$ cat src/rtl/ordenador_sram_pkg.sv
// Shared definitions for the in-place SRAM bubble sorter: SRAM widths,
// controller state encoding and a saturating counter helper.
package ordenador_sram_pkg;

   localparam int unsigned SRAM_AW = 8;
   localparam int unsigned SRAM_DW = 8;
   localparam int unsigned CNT_W   = 8;

   typedef enum logic [3:0] {
      IDLE  = 4'd0,
      RD_A  = 4'd1,
      RD_B  = 4'd2,
      CMP   = 4'd3,
      SET_A = 4'd4,
      WR_A  = 4'd5,
      SET_B = 4'd6,
      WR_B  = 4'd7,
      PASS  = 4'd8,
      FIN   = 4'd9
   } state_t;

   // Increment that sticks at all-ones instead of wrapping.
   function automatic logic [CNT_W-1:0] sat_inc(input logic [CNT_W-1:0] v);
      return (v == {CNT_W{1'b1}}) ? v : v + CNT_W'(1);
   endfunction

endpackage

$ cat src/rtl/ordenador_sram_dp.sv
// Sorter datapath: operand latches, pair index, pass/swap counters and the
// "swap happened this pass" flag, all sequenced by strobes from the FSM.
module ordenador_dp
   import ordenador_sram_pkg::*;
#(
   parameter int unsigned N_ELEM = 12,
   parameter int unsigned AW     = SRAM_AW,
   parameter int unsigned DW     = SRAM_DW
)
(
   input  logic             clk,
   input  logic             rst,
   input  logic             i_clr,
   input  logic             i_cap_a,
   input  logic             i_cap_b,
   input  logic             i_j_inc,
   input  logic             i_j_rst,
   input  logic             i_swap,
   input  logic             i_pass,
   input  logic [DW-1:0]    i_dato_s,
   output logic [DW-1:0]    o_a,
   output logic [DW-1:0]    o_b,
   output logic [AW-1:0]    o_j,
   output logic             o_hubo_swap,
   output logic             o_gt_c,
   output logic             o_last_c,
   output logic [CNT_W-1:0] o_pasadas,
   output logic [CNT_W-1:0] o_intercambios
);

   // Index of the last pair (j, j+1) inside the array.
   localparam int unsigned LAST_J = (N_ELEM >= 2) ? N_ELEM - 2 : 0;

   logic [DW-1:0]    r_a;
   logic [DW-1:0]    r_b;
   logic [AW-1:0]    r_j;
   logic             r_hubo_swap;
   logic [CNT_W-1:0] r_pasadas;
   logic [CNT_W-1:0] r_intercambios;

   always_ff @(posedge clk) begin
      if (rst) begin
         r_a            <= '0;
         r_b            <= '0;
         r_j            <= '0;
         r_hubo_swap    <= 1'b0;
         r_pasadas      <= '0;
         r_intercambios <= '0;
      end else begin
         if (i_cap_a) r_a <= i_dato_s;
         if (i_cap_b) r_b <= i_dato_s;

         if (i_clr || i_j_rst) begin
            r_j <= '0;
         end else if (i_j_inc) begin
            r_j <= r_j + AW'(1);
         end

         if (i_clr) begin
            r_pasadas      <= '0;
            r_intercambios <= '0;
            r_hubo_swap    <= 1'b0;
         end else begin
            if (i_swap) begin
               r_intercambios <= sat_inc(r_intercambios);
               r_hubo_swap    <= 1'b1;
            end
            // End of pass always rearms the flag for the next pass.
            if (i_pass) begin
               r_pasadas   <= sat_inc(r_pasadas);
               r_hubo_swap <= 1'b0;
            end
         end
      end
   end

   assign o_a            = r_a;
   assign o_b            = r_b;
   assign o_j            = r_j;
   assign o_hubo_swap    = r_hubo_swap;
   assign o_pasadas      = r_pasadas;
   assign o_intercambios = r_intercambios;
   assign o_gt_c         = (r_a > r_b);
   assign o_last_c       = (r_j == AW'(LAST_J));

endmodule

$ cat src/rtl/ordenador_sram.sv
// Bubble-sort controller in front of a single-port async-read SRAM: sorts
// words 0..N_ELEM-1 ascending in place and reports passes and swaps.
module ordenador_sram
   import ordenador_sram_pkg::*;
#(
   parameter int unsigned N_ELEM = 12,
   parameter int unsigned AW     = SRAM_AW,
   parameter int unsigned DW     = SRAM_DW
)
(
   input  logic             clk,
   input  logic             rst,
   input  logic             start,
   output logic             busy,
   output logic             done,
   output logic [CNT_W-1:0] pasadas,
   output logic [CNT_W-1:0] intercambios,
   output logic [AW-1:0]    Dir,
   output logic [DW-1:0]    Dato_e,
   output logic             En,
   output logic             We,
   input  logic [DW-1:0]    Dato_s
);

   state_t        r_state;
   logic          r_busy;
   logic          r_done;
   logic [AW-1:0] r_dir;
   logic [DW-1:0] r_dato_e;
   logic          r_en;
   logic          r_we;

   logic [DW-1:0] w_a;
   logic [DW-1:0] w_b;
   logic [AW-1:0] w_j;
   logic [AW-1:0] w_j_nxt;
   logic          w_hubo_swap;
   logic          w_gt;
   logic          w_last;
   logic          w_clr;
   logic          w_cap_a;
   logic          w_cap_b;
   logic          w_j_inc;
   logic          w_j_rst;
   logic          w_swap;
   logic          w_pass;

   assign w_j_nxt = w_j + AW'(1);

   // Datapath strobes decoded from the current state.
   assign w_clr   = (r_state == IDLE) && start;
   assign w_cap_a = (r_state == RD_A);
   assign w_cap_b = (r_state == RD_B);
   assign w_j_inc = (((r_state == CMP) && !w_gt) || (r_state == WR_B)) && !w_last;
   assign w_j_rst = (r_state == PASS) && w_hubo_swap;
   assign w_swap  = (r_state == WR_B);
   assign w_pass  = (r_state == PASS);

   ordenador_dp #(
      .N_ELEM (N_ELEM),
      .AW     (AW),
      .DW     (DW)
   ) u_dp (
      .clk            (clk),
      .rst            (rst),
      .i_clr          (w_clr),
      .i_cap_a        (w_cap_a),
      .i_cap_b        (w_cap_b),
      .i_j_inc        (w_j_inc),
      .i_j_rst        (w_j_rst),
      .i_swap         (w_swap),
      .i_pass         (w_pass),
      .i_dato_s       (Dato_s),
      .o_a            (w_a),
      .o_b            (w_b),
      .o_j            (w_j),
      .o_hubo_swap    (w_hubo_swap),
      .o_gt_c         (w_gt),
      .o_last_c       (w_last),
      .o_pasadas      (pasadas),
      .o_intercambios (intercambios)
   );

   // SRAM pins are registered with the values the next state needs, so each
   // state sees a settled address (and data) for its whole cycle.
   always_ff @(posedge clk) begin
      if (rst) begin
         r_state  <= IDLE;
         r_busy   <= 1'b0;
         r_done   <= 1'b0;
         r_dir    <= '0;
         r_dato_e <= '0;
         r_en     <= 1'b0;
         r_we     <= 1'b0;
      end else begin
         r_done <= 1'b0;
         case (r_state)
            IDLE: begin
               r_en   <= 1'b0;
               r_we   <= 1'b0;
               r_busy <= 1'b0;
               if (start) begin
                  if (N_ELEM < 2) begin
                     r_done  <= 1'b1;
                     r_state <= FIN;
                  end else begin
                     r_busy  <= 1'b1;
                     r_en    <= 1'b1;
                     r_dir   <= '0;
                     r_state <= RD_A;
                  end
               end
            end
            RD_A: begin
               r_dir   <= w_j_nxt;
               r_en    <= 1'b1;
               r_state <= RD_B;
            end
            RD_B: begin
               r_en    <= 1'b0;
               r_state <= CMP;
            end
            CMP: begin
               if (w_gt) begin
                  r_dir    <= w_j;
                  r_dato_e <= w_b;
                  r_state  <= SET_A;
               end else if (w_last) begin
                  r_state <= PASS;
               end else begin
                  r_dir   <= w_j_nxt;
                  r_en    <= 1'b1;
                  r_state <= RD_A;
               end
            end
            SET_A: begin
               r_en    <= 1'b1;
               r_we    <= 1'b1;
               r_state <= WR_A;
            end
            WR_A: begin
               r_en     <= 1'b0;
               r_we     <= 1'b0;
               r_dir    <= w_j_nxt;
               r_dato_e <= w_a;
               r_state  <= SET_B;
            end
            SET_B: begin
               r_en    <= 1'b1;
               r_we    <= 1'b1;
               r_state <= WR_B;
            end
            WR_B: begin
               r_we <= 1'b0;
               if (w_last) begin
                  r_en    <= 1'b0;
                  r_state <= PASS;
               end else begin
                  r_dir   <= w_j_nxt;
                  r_en    <= 1'b1;
                  r_state <= RD_A;
               end
            end
            PASS: begin
               if (w_hubo_swap) begin
                  r_dir   <= '0;
                  r_en    <= 1'b1;
                  r_state <= RD_A;
               end else begin
                  r_en    <= 1'b0;
                  r_busy  <= 1'b0;
                  r_done  <= 1'b1;
                  r_state <= FIN;
               end
            end
            FIN: begin
               r_en    <= 1'b0;
               r_we    <= 1'b0;
               r_busy  <= 1'b0;
               r_state <= IDLE;
            end
            default: begin
               r_en    <= 1'b0;
               r_we    <= 1'b0;
               r_busy  <= 1'b0;
               r_state <= IDLE;
            end
         endcase
      end
   end

   assign busy   = r_busy;
   assign done   = r_done;
   assign Dir    = r_dir;
   assign Dato_e = r_dato_e;
   assign En     = r_en;
   assign We     = r_we;

endmodule

$ cat config.mk
export PLATFORM = sky130hd
export DESIGN_NAME = ordenador_sram
export DESIGN_NICKNAME = d
export VERILOG_FILES = /design/src/rtl/ordenador_sram_pkg.sv /design/src/rtl/ordenador_sram_dp.sv /design/src/rtl/ordenador_sram.sv
export SDC_FILE = /design/constraint.sdc
export NUM_CORES = 1
export LEC_CHECK = 0
export BUFFER_PORTS_ARGS = -buffer_cell sky130_fd_sc_hd__clkbuf_2
export CAP_MARGIN = 0
export CORE_MARGIN = 10
export CORE_UTILIZATION = 40
export DETAILED_ROUTE_END_ITERATION = 8
export PLACE_DENSITY = 0.59
export SLEW_MARGIN = 25
export SYNTH_ARGS = -nofsm -noshare
export SYNTH_HDL_FRONTEND = slang
export SYNTH_SLANG_ARGS = --single-unit
$ cat constraint.sdc
create_clock -name clk -period 3.2 [get_ports clk]
set_input_delay 0 -clock clk [delete_from_list [all_inputs] [get_ports clk]]
set_output_delay 0 -clock clk [all_outputs]
set_load 0.02 [all_outputs]
==> results_dict.tcl, run 1 <==
set metrics [dict create \
    tightest_slew_ns 0.878 \
    gp_congestion 0.845 \
    synthesis.nets 466 \
    area.growth.synth_to_final_pct 15.6 \
    hold_path_depth 4 \
    wl_per_cell_um 15.5 \
    cp-start-kind "flip-flop" \
    firstDrtPassIters 4 \
    ys_types 51 \
    gr-total-overflow 0 \
    clock_path_buffers 2 \
    synth_edf_count 0 \
    synthAdderAreaFrac_pct 4.36 \
    postSynthCellCount 443 \
    synth_xor_xnor_area_share_pct 4.32 \
    rr_endpoint "u_dp.o_j[1]" \
    r2r-start "u_dp.o_b[1]" \
    die-area_sq_um 12700 \
    num_antenna_cells 0 \
    htree_levels 3 \
    power_density_nw_per_um2 531 \
    path_class "reg2reg" \
    min_from "start" \
    insertion_delay_ns 0.34 \
    cts_tree "built" \
    clk_pin_slew_worst_paths_ns 0.07 \
    antenna_found_initial 0 \
    synth_ff_type "dfxtp_1" \
    fmax_mhz 416 \
    synth_area_per_cell_sq_um 7.78 \
    grt_setup_unrepaired "no" \
    setup_tns_ns 0 \
    post-route-drc-count 0 \
    drt-vias-per-instance 5.44 \
    final.setup_skew_ns 0.00591 \
    drt-total-wl_mm 9.17 \
    yosysSeqAreaShare_pct 37.7 \
    fp.dieH_um 113 \
    ys_async_sr_fraction_pct 0 \
    synth_top_family_by_area "simple AND/OR/NAND/NOR gates" \
    rrSetupSlack_ns 0.80 \
    cp.arrival_ns 2.65 \
    cap_violations 0 \
    hold_path_class "in2reg" \
    crit_fanout 15 \
    synth_warnings 0 \
    rows 33 \
    required_ns 3.45 \
    grtUsageTotal_pct 14.4 \
    drv_slew 0 \
    setup_violations 0 \
    num-fill-cells 838 \
    finalCritPeriodShare_pct 75.1 \
    grt_max_degree 42 \
    io_buffers 46 \
    grt_pass1_vias 3083 \
    hold_end "busy" \
    synth_simple_gate_area_share_pct 25.9 \
    totalPowerFinal_w 0.00212 \
    p_leak_nw 1.48 \
    synth-compound-area-share_pct 21.8 \
    grt_pass1_wl_mm 15.5 \
    start_util_pct 41.5 \
    dieWidth_um 113 \
    postRouteAntennaNets 0 \
    vdd_ir_drop_max_uv 344 \
    synthMuxAreaShare_pct 0.871 \
    netlist_area_sq_um 3450 \
    io_pins 47 \
    drt_first_iter_violations 133 \
    vias 3226 \
    slew_headroom_pct 41.4 \
    post_cts_buffers 0 \
    final_nets 506 \
    core_area_sq_um 8300 \
    reg2reg_depth 8 \
    dp_hpwl_mm 6.31 \
    status "complete, no violations" \
    fin_crit_ns 2.40 \
    holdWs_ns 0.107 \
    cts.sinks 65 \
    finalHoldViolCount 0 \
    drive_gt1_share_pct 16.0 \
    synth-seq-cells 65 \
    cp-end-kind "flip-flop" \
    cts_buffers 9 \
    cts_root_buf "clkbuf_8" \
]
## synth_stat cells, drive strengths merged (9+ instances only)
cell | instances | share of area [%]
a21oi | 55 | 8.0
a31oi | 16 | 3.3
buf | 13 | 1.9
clkbuf | 18 | 2.0
dfxtp | 65 | 38
ha | 12 | 4.4
inv | 11 | 1.2
nand2 | 56 | 6.2
nand2b | 10 | 1.8
nand3 | 35 | 5.1
nor2 | 45 | 4.9
nor3 | 9 | 1.6
o21ai | 11 | 1.6
xnor2 | 10 | 2.5
## cells in the final DEF (no fill, tap or decap), types with 10 or more instances in the layout
cell type	n
o21ai_0	10
a21oi_1	55
clkbuf_8	11
nor2_1	45
clkbuf_2	46
xnor2_1	10
nand3_1	35
inv_1	11
a31oi_1	15
nand2b_1	10
nand2_1	55
dfxtp_1	65
ha_1	12
## routing by layer
metal | up-vias | track usage (%) | wire length, um
met4 | 0 | 4.06 | 95
li1 | 1659 | - | -
met5 | - | 0 | 0
met1 | 1500 | 18.0 | 4260
met3 | 10 | 4.07 | 449
met2 | 57 | 23.7 | 4370
## state kept, by name, indices dropped and copies added (netlist names)
register             cells
u_dp.o_intercambios      8
u_dp.o_b                 8
En                       1
u_dp.o_pasadas           8
r_state                  4
Dato_e                   8
u_dp.o_j                 8
We                       1
Dir                      8
u_dp.o_a                 8
u_dp.o_hubo_swap         1
busy                     1
done                     1
## cells by family (layout without fill, tap and decap cells)
kind of cell | after synthesis | count (layout)
simple gates | 186 | 186
buf+inv | 42 | 87
fa+ha+maj | 12 | 12
mux | 3 | 3
flops | 65 | 65
xor+xnor | 17 | 17
compound gates | 118 | 118
## repair_timing
action | CTS | global route
resized for setup | 0 | 0
hold buffers | 8 | 0
endpoints found under the hold margin | 16 | 0
setup endpoints to repair | 0 | 0
## where the power goes
group          switching, W  internal, W  total, W
sequential        0.0000534     0.000850  0.000904
combinational      0.000409     0.000163  0.000572
clock              0.000322     0.000319  0.000641
## layout make-up
cell class | count | area, sq um | area share (%)
multi-input cells | 336 | 1970 | 49.5
flip-flops and latches | 65 | 1300 | 32.7
inverters | 11 | 41.3 | 1.04
clock inverters | 5 | 30.0 | 0.754
clock buffers | 11 | 151 | 3.80
repair buffers | 60 | 355 | 8.92
well taps | 105 | 131 | 3.30
## worst max-delay path, cell delays in order, from the launching register on
cell and delay (ns):
dfxtp_1 0.36, inv_1 0.06, ha_1 0.28, nor2b_1 0.12
o211ai_1 0.09, a21oi_1 0.29, o21a_1 0.58, nor2_1 0.24
a311oi_1 0.28
## worst max path at each step
stage	from	end	slack [ns]	cells after the start
finish	u_dp.o_b[1]	u_dp.o_j[1]	0.80	8
global route	u_dp.o_b[1]	u_dp.o_j[1]	0.55	8
CTS	u_dp.o_b[1]	u_dp.o_j[1]	0.80	8
detailed placement	u_dp.o_b[1]	u_dp.o_j[2]	0.83	8
global placement	u_dp.o_b[1]	u_dp.o_j[1]	0.85	8
floorplan	u_dp.o_b[1]	u_dp.o_j[7]	1.23	9
## through the flow
step           setup WS [ns]  cell area [sq um]  cells  utilization (%)
2_1_floorplan           1.23               3450    443                -
3_3_place_gp           0.853               3720    569             44.9
3_5_place_dp           0.832               3720    569             44.9
4_1_cts                0.800               3980    593             48.0
5_1_grt                0.551               3980    593             48.0
6_report               0.797               3980    593             48.0
Note: power is estimated with default switching activity, not from simulation.
==> inputs of run 2 (changes only) <==
==> constraint.sdc (replaced) <==
create_clock -name clk -period 2.4 [get_ports clk]
set_input_delay 0 -clock clk [delete_from_list [all_inputs] [get_ports clk]]
set_output_delay 0 -clock clk [all_outputs]
set_load 0.02 [all_outputs]
==> results_dict.tcl, run 2 (same netlist as run 1, synthesis figures left out) <==
set metrics [dict create \
    htree_levels 3 \
    cap_violations 0 \
    drive_gt1_share_pct 17.6 \
    path_class "reg2reg" \
    num_antenna_cells 0 \
    hold_path_class "in2reg" \
    grtUsageTotal_pct 14.4 \
    p_int_w 0.00206 \
    finalHoldViolCount 0 \
    dpl_cell_area_sq_um 3820 \
    crit_fanout 7 \
    clk_pin_slew_worst_paths_ns 0.07 \
    cp_cell_sequence "inv_1 -> ha_1 -> nor2b_1 -> o211ai_1 -> a21oi_1 -> o21a_1 -> or4_1 -> a21oi_1" \
    tightest_slew_ns 0.649 \
    power_density_nw_per_um2 756 \
    drt-vias-per-instance 5.58 \
    cts_root_buf "clkbuf_8" \
    drv_slew 0 \
    start_util_pct 41.5 \
    cp.arrival_ns 2.40 \
    cts_buffers 9 \
    cts_tree "built" \
    finalCritPeriodShare_pct 89.1 \
    core_area_sq_um 8300 \
    grt_pass1_wl_mm 15.4 \
    io_buffers 46 \
    fin_crit_ns 2.14 \
    pwr-share-clk_pct 33.2 \
    crit_path_max_incr_delay_ns 0.52 \
    grt_pass1_vias 3155 \
    final.setup_skew_ns 0.0115 \
    post-route-drc-count 0 \
    io_pins 47 \
    antenna_found_initial 0 \
    swShare_pct 34.0 \
    setup_violations 0 \
    num-fill-cells 818 \
    required_ns 2.66 \
    fp.dieH_um 113 \
    drt-total-wl_mm 9.23 \
    dieWidth_um 113 \
    gp_congestion 0.818 \
    area.growth.synth_to_final_pct 19.6 \
    cp-start-kind "flip-flop" \
    vias 3370 \
    p_leak_nw 1.57 \
    critical_path.slowest_cell "or4_1" \
    wl_per_cell_um 15.3 \
    insertion_delay_ns 0.34 \
    final_common_cell "dfxtp_1" \
    status "complete, no violations" \
    drt_first_iter_violations 175 \
    clock_path_buffers 2 \
    setup_tns_ns 0 \
    postRouteAntennaNets 0 \
    cts.sinks 65 \
    dp_hpwl_mm 6.46 \
    seqCellArea_sq_um 1300 \
    die-area_sq_um 12700 \
    cp-end-kind "flip-flop" \
    grt_max_degree 25 \
    vdd_ir_drop_max_uv 463 \
    gr-total-overflow 0 \
    firstDrtPassIters 6 \
    rows 33 \
    crit_path_frequent_cell "a21oi_1" \
    power_frac_comb_pct 28.5 \
    grt_setup_unrepaired "no" \
    post_cts_buffers 0 \
    final_cell_mix "dfxtp_1, nand2_1, a21oi_1" \
    seq_power_share_pct 38.3 \
    slew_headroom_pct 56.7 \
    power.switching_w 0.00106 \
    finalInstanceArea_sq_um 4120 \
    fmax_mhz 468 \
    final_nets 517 \
    multi_input_area_sq_um 1970 \
]
-- run 2: routing by layer --
layer,track usage [%],vias to the layer above,wire (um)
met2,22.8,110,4300
met5,0,-,0
li1,-,1688,-
met1,18.2,1568,4210
met3,4.60,4,659
met4,4.15,0,55
-- run 2: per-stage QoR --
step	setup WS (ns)	std cells	power, W	hold WS, ns	util, %
3_5_place_dp	0.281	580	0.00209	0.242	46.0
2_1_floorplan	0.429	443	0.00176	0.136	-
4_1_cts	0.259	604	0.00314	0.0937	49.7
5_1_grt	0.102	604	0.00330	0.115	49.7
3_3_place_gp	0.335	580	0.00208	0.238	46.0
6_report	0.261	604	0.00312	0.108	49.7
-- run 2: final timing paths --
| kind | slack [ns] | cells past startpoint | end | from |
|---|---|---|---|---|
| min reg2reg | 0.47 | 2 | u_dp.o_b[3] | u_dp.o_b[3] |
| max reg2reg | 0.26 | 8 | Dir[2] | u_dp.o_b[1] |
| max | 0.26 | 8 | Dir[2] | u_dp.o_b[1] |
| min | 0.11 | 4 | busy | start |
-- run 2: final cells by class --
| class | count | area share, % |
|---|---|---|
| Sequential cell | 65 | 31.6 |
| Multi-Input combinational cell | 336 | 47.8 |
| Inverter | 11 | 1.00 |
| Tap cell | 105 | 3.19 |
| Timing Repair Buffer | 71 | 10.9 |
| Clock inverter | 1 | 0.728 |
| Clock buffer | 15 | 4.76 |
-- run 2: timing repair --
item / in CTS / in global routing
hold buffers: 8 / 0
gates resized for setup: 0 / 0
hold endpoints to repair: 16 / 0
setup endpoints to repair: 0 / 0
-- run 2: critical path, delay by kind of cell (launching register included) --
kind                       cells  cell delay, ns
adders and majority gates      1            0.29
AOI/OAI and AO/OA              4            0.72
DFF                            1            0.35
buffers and inverters          1            0.05
and+or+nand+nor                2            0.65
-- run 2: power by group through the flow --
stage,sequential (W),combinational [W],clock (W)
after global placement,0.00122,0.000860,0
after floorplan,0.00121,0.000547,0
final,0.00119,0.000887,0.00104
after CTS,0.00119,0.000887,0.00106
after global routing,0.00120,0.000986,0.00111
after detailed placement,0.00122,0.000870,0
==> inputs of run 3 (changes only) <==
--- a/config.mk
+++ b/config.mk
@@ -7,10 +7,12 @@
 export LEC_CHECK = 0
 export BUFFER_PORTS_ARGS = -buffer_cell sky130_fd_sc_hd__clkbuf_2
 export CAP_MARGIN = 0
+export CELL_PAD_IN_SITES_DETAIL_PLACEMENT = 1
+export CELL_PAD_IN_SITES_GLOBAL_PLACEMENT = 1
 export CORE_MARGIN = 10
 export CORE_UTILIZATION = 40
 export DETAILED_ROUTE_END_ITERATION = 8
-export PLACE_DENSITY = 0.59
+export PLACE_DENSITY = 0.76
 export SLEW_MARGIN = 25
 export SYNTH_ARGS = -nofsm -noshare
 export SYNTH_HDL_FRONTEND = slang
==> results_dict.tcl, run 3 (same netlist as run 1, synthesis figures left out) <==
set metrics [dict create \
    status "complete, no violations" \
    fp.dieH_um 113 \
    clock_path_buffers 2 \
    grtUsageTotal_pct 16.2 \
    dp_hpwl_mm 7.42 \
    wl_per_cell_um 17.3 \
    grt_max_degree 27 \
    insertion_delay_ns 0.35 \
    final_nets 517 \
    rrSetupSlack_ns 0.22 \
    drt-vias-per-instance 5.62 \
    slew_headroom_pct 54.4 \
    drt_first_iter_violations 155 \
    ctsResizeCount 0 \
    finalHoldViolCount 0 \
    setup_tns_ns 0 \
    firstDrtPassIters 4 \
    hold_path_class "in2reg" \
    dpl_cell_area_sq_um 3800 \
    power_density_nw_per_um2 734 \
    grt_pass1_vias 3511 \
    dieWidth_um 113 \
    drive_gt1_share_pct 17.4 \
    vias 3397 \
    place_ws_ns 0.238 \
    fmax_mhz 458 \
    area.growth.synth_to_final_pct 18.1 \
    grt_pass1_wl_mm 17.4 \
    post-route-drc-count 0 \
    tightest_slew_ns 0.684 \
    cts_buffers 9 \
    start_util_pct 41.5 \
    final_common_cell "dfxtp_1" \
    cts_tree "built" \
    crit_fanout 7 \
    antenna_found_initial 0 \
    cts_root_buf "clkbuf_8" \
    core_area_sq_um 8300 \
    cp-end-kind "flip-flop" \
    htree_levels 3 \
    vdd_ir_drop_max_uv 454 \
    final_cell_count_no_fill 604 \
    final_cell_mix "dfxtp_1, nand2_1, a21oi_1" \
    gr-total-overflow 0 \
    cts.sinks 65 \
    clk_pin_slew_worst_paths_ns 0.07 \
    postRouteAntennaNets 0 \
    rows 33 \
    drt-total-wl_mm 10.4 \
    final.setup_skew_ns 0.00725 \
    finalInstanceArea_sq_um 4070 \
    p_leak_nw 1.54 \
    path_class "reg2reg" \
    io_buffers 46 \
    setup_ws_ns 0.218 \
    num_antenna_cells 0 \
    io_pins 47 \
    drv_slew 0 \
    holdWs_ns 0.117 \
    grt_setup_unrepaired "no" \
    required_ns 2.68 \
    cp-start-kind "flip-flop" \
    cap_violations 0 \
    finalCritPeriodShare_pct 90.9 \
    fin_crit_ns 2.18 \
    setup_violations 0 \
    cp.arrival_ns 2.46 \
    gp_congestion 0.820 \
    die-area_sq_um 12700 \
    placed_cells 580 \
]
## run 3: cell types whose count changed in the layout (fill, tap and decap cells not counted), sizes merged
cell / before / now
clkbuf: 61 / 57
clkinv: 0 / 3
clkinvlp: 0 / 1
## run 3: worst paths after layout
check | from | end | depth (start not counted)
setup / recovery | u_dp.o_b[1] | Dir[2] | 8
hold / removal | start | busy | 4
setup reg to reg | u_dp.o_b[1] | Dir[2] | 8
hold reg to reg | u_dp.o_b[3] | u_dp.o_b[3] | 2
## run 3: cell type report
class / count / area (sq um)
Fill cell: 1039 / 4230
Multi-Input combinational cell: 336 / 1970
Tap cell: 105 / 131
Inverter: 11 / 41.3
Timing Repair Buffer: 71 / 438
Sequential cell: 65 / 1300
Clock buffer: 11 / 131
Clock inverter: 5 / 56.3
## run 3: timing repair
action	CTS	global route
endpoints found under the setup margin	0	0
setup buffers	0	0
hold endpoints to repair	16	0
hold buffers	8	0
## run 3: per-layer routing
layer,global-route usage [%],vias to the layer above,wire [um]
li1,-,1681,-
met1,19.4,1664,4810
met2,27.6,43,5130
met3,4.17,9,403
met4,4.99,0,85
met5,0,-,0
## run 3: through the flow
stage | utilization (%) | total power [W]
6_report | 49.1 | 0.00299
5_1_grt | 49.1 | 0.00316
3_5_place_dp | 45.8 | 0.00208
4_1_cts | 49.1 | 0.00301
2_1_floorplan | - | 0.00176
3_3_place_gp | 45.8 | 0.00205
## run 3: worst max-delay path, cell delays in order, from the launching register on
cell	delay (ns)
dfxtp_1	0.35
inv_1	0.05
ha_1	0.30
nor2b_1	0.14
o211ai_1	0.17
a21oi_1	0.15
o21a_1	0.29
or4_1	0.52
a21oi_1	0.14
## run 3: report_power, final
group | switching (W) | total, W | internal (W)
clock network | 0.000438 | 0.000917 | 0.000479
registers | 0.0000629 | 0.00120 | 0.00113
logic | 0.000602 | 0.000878 | 0.000276
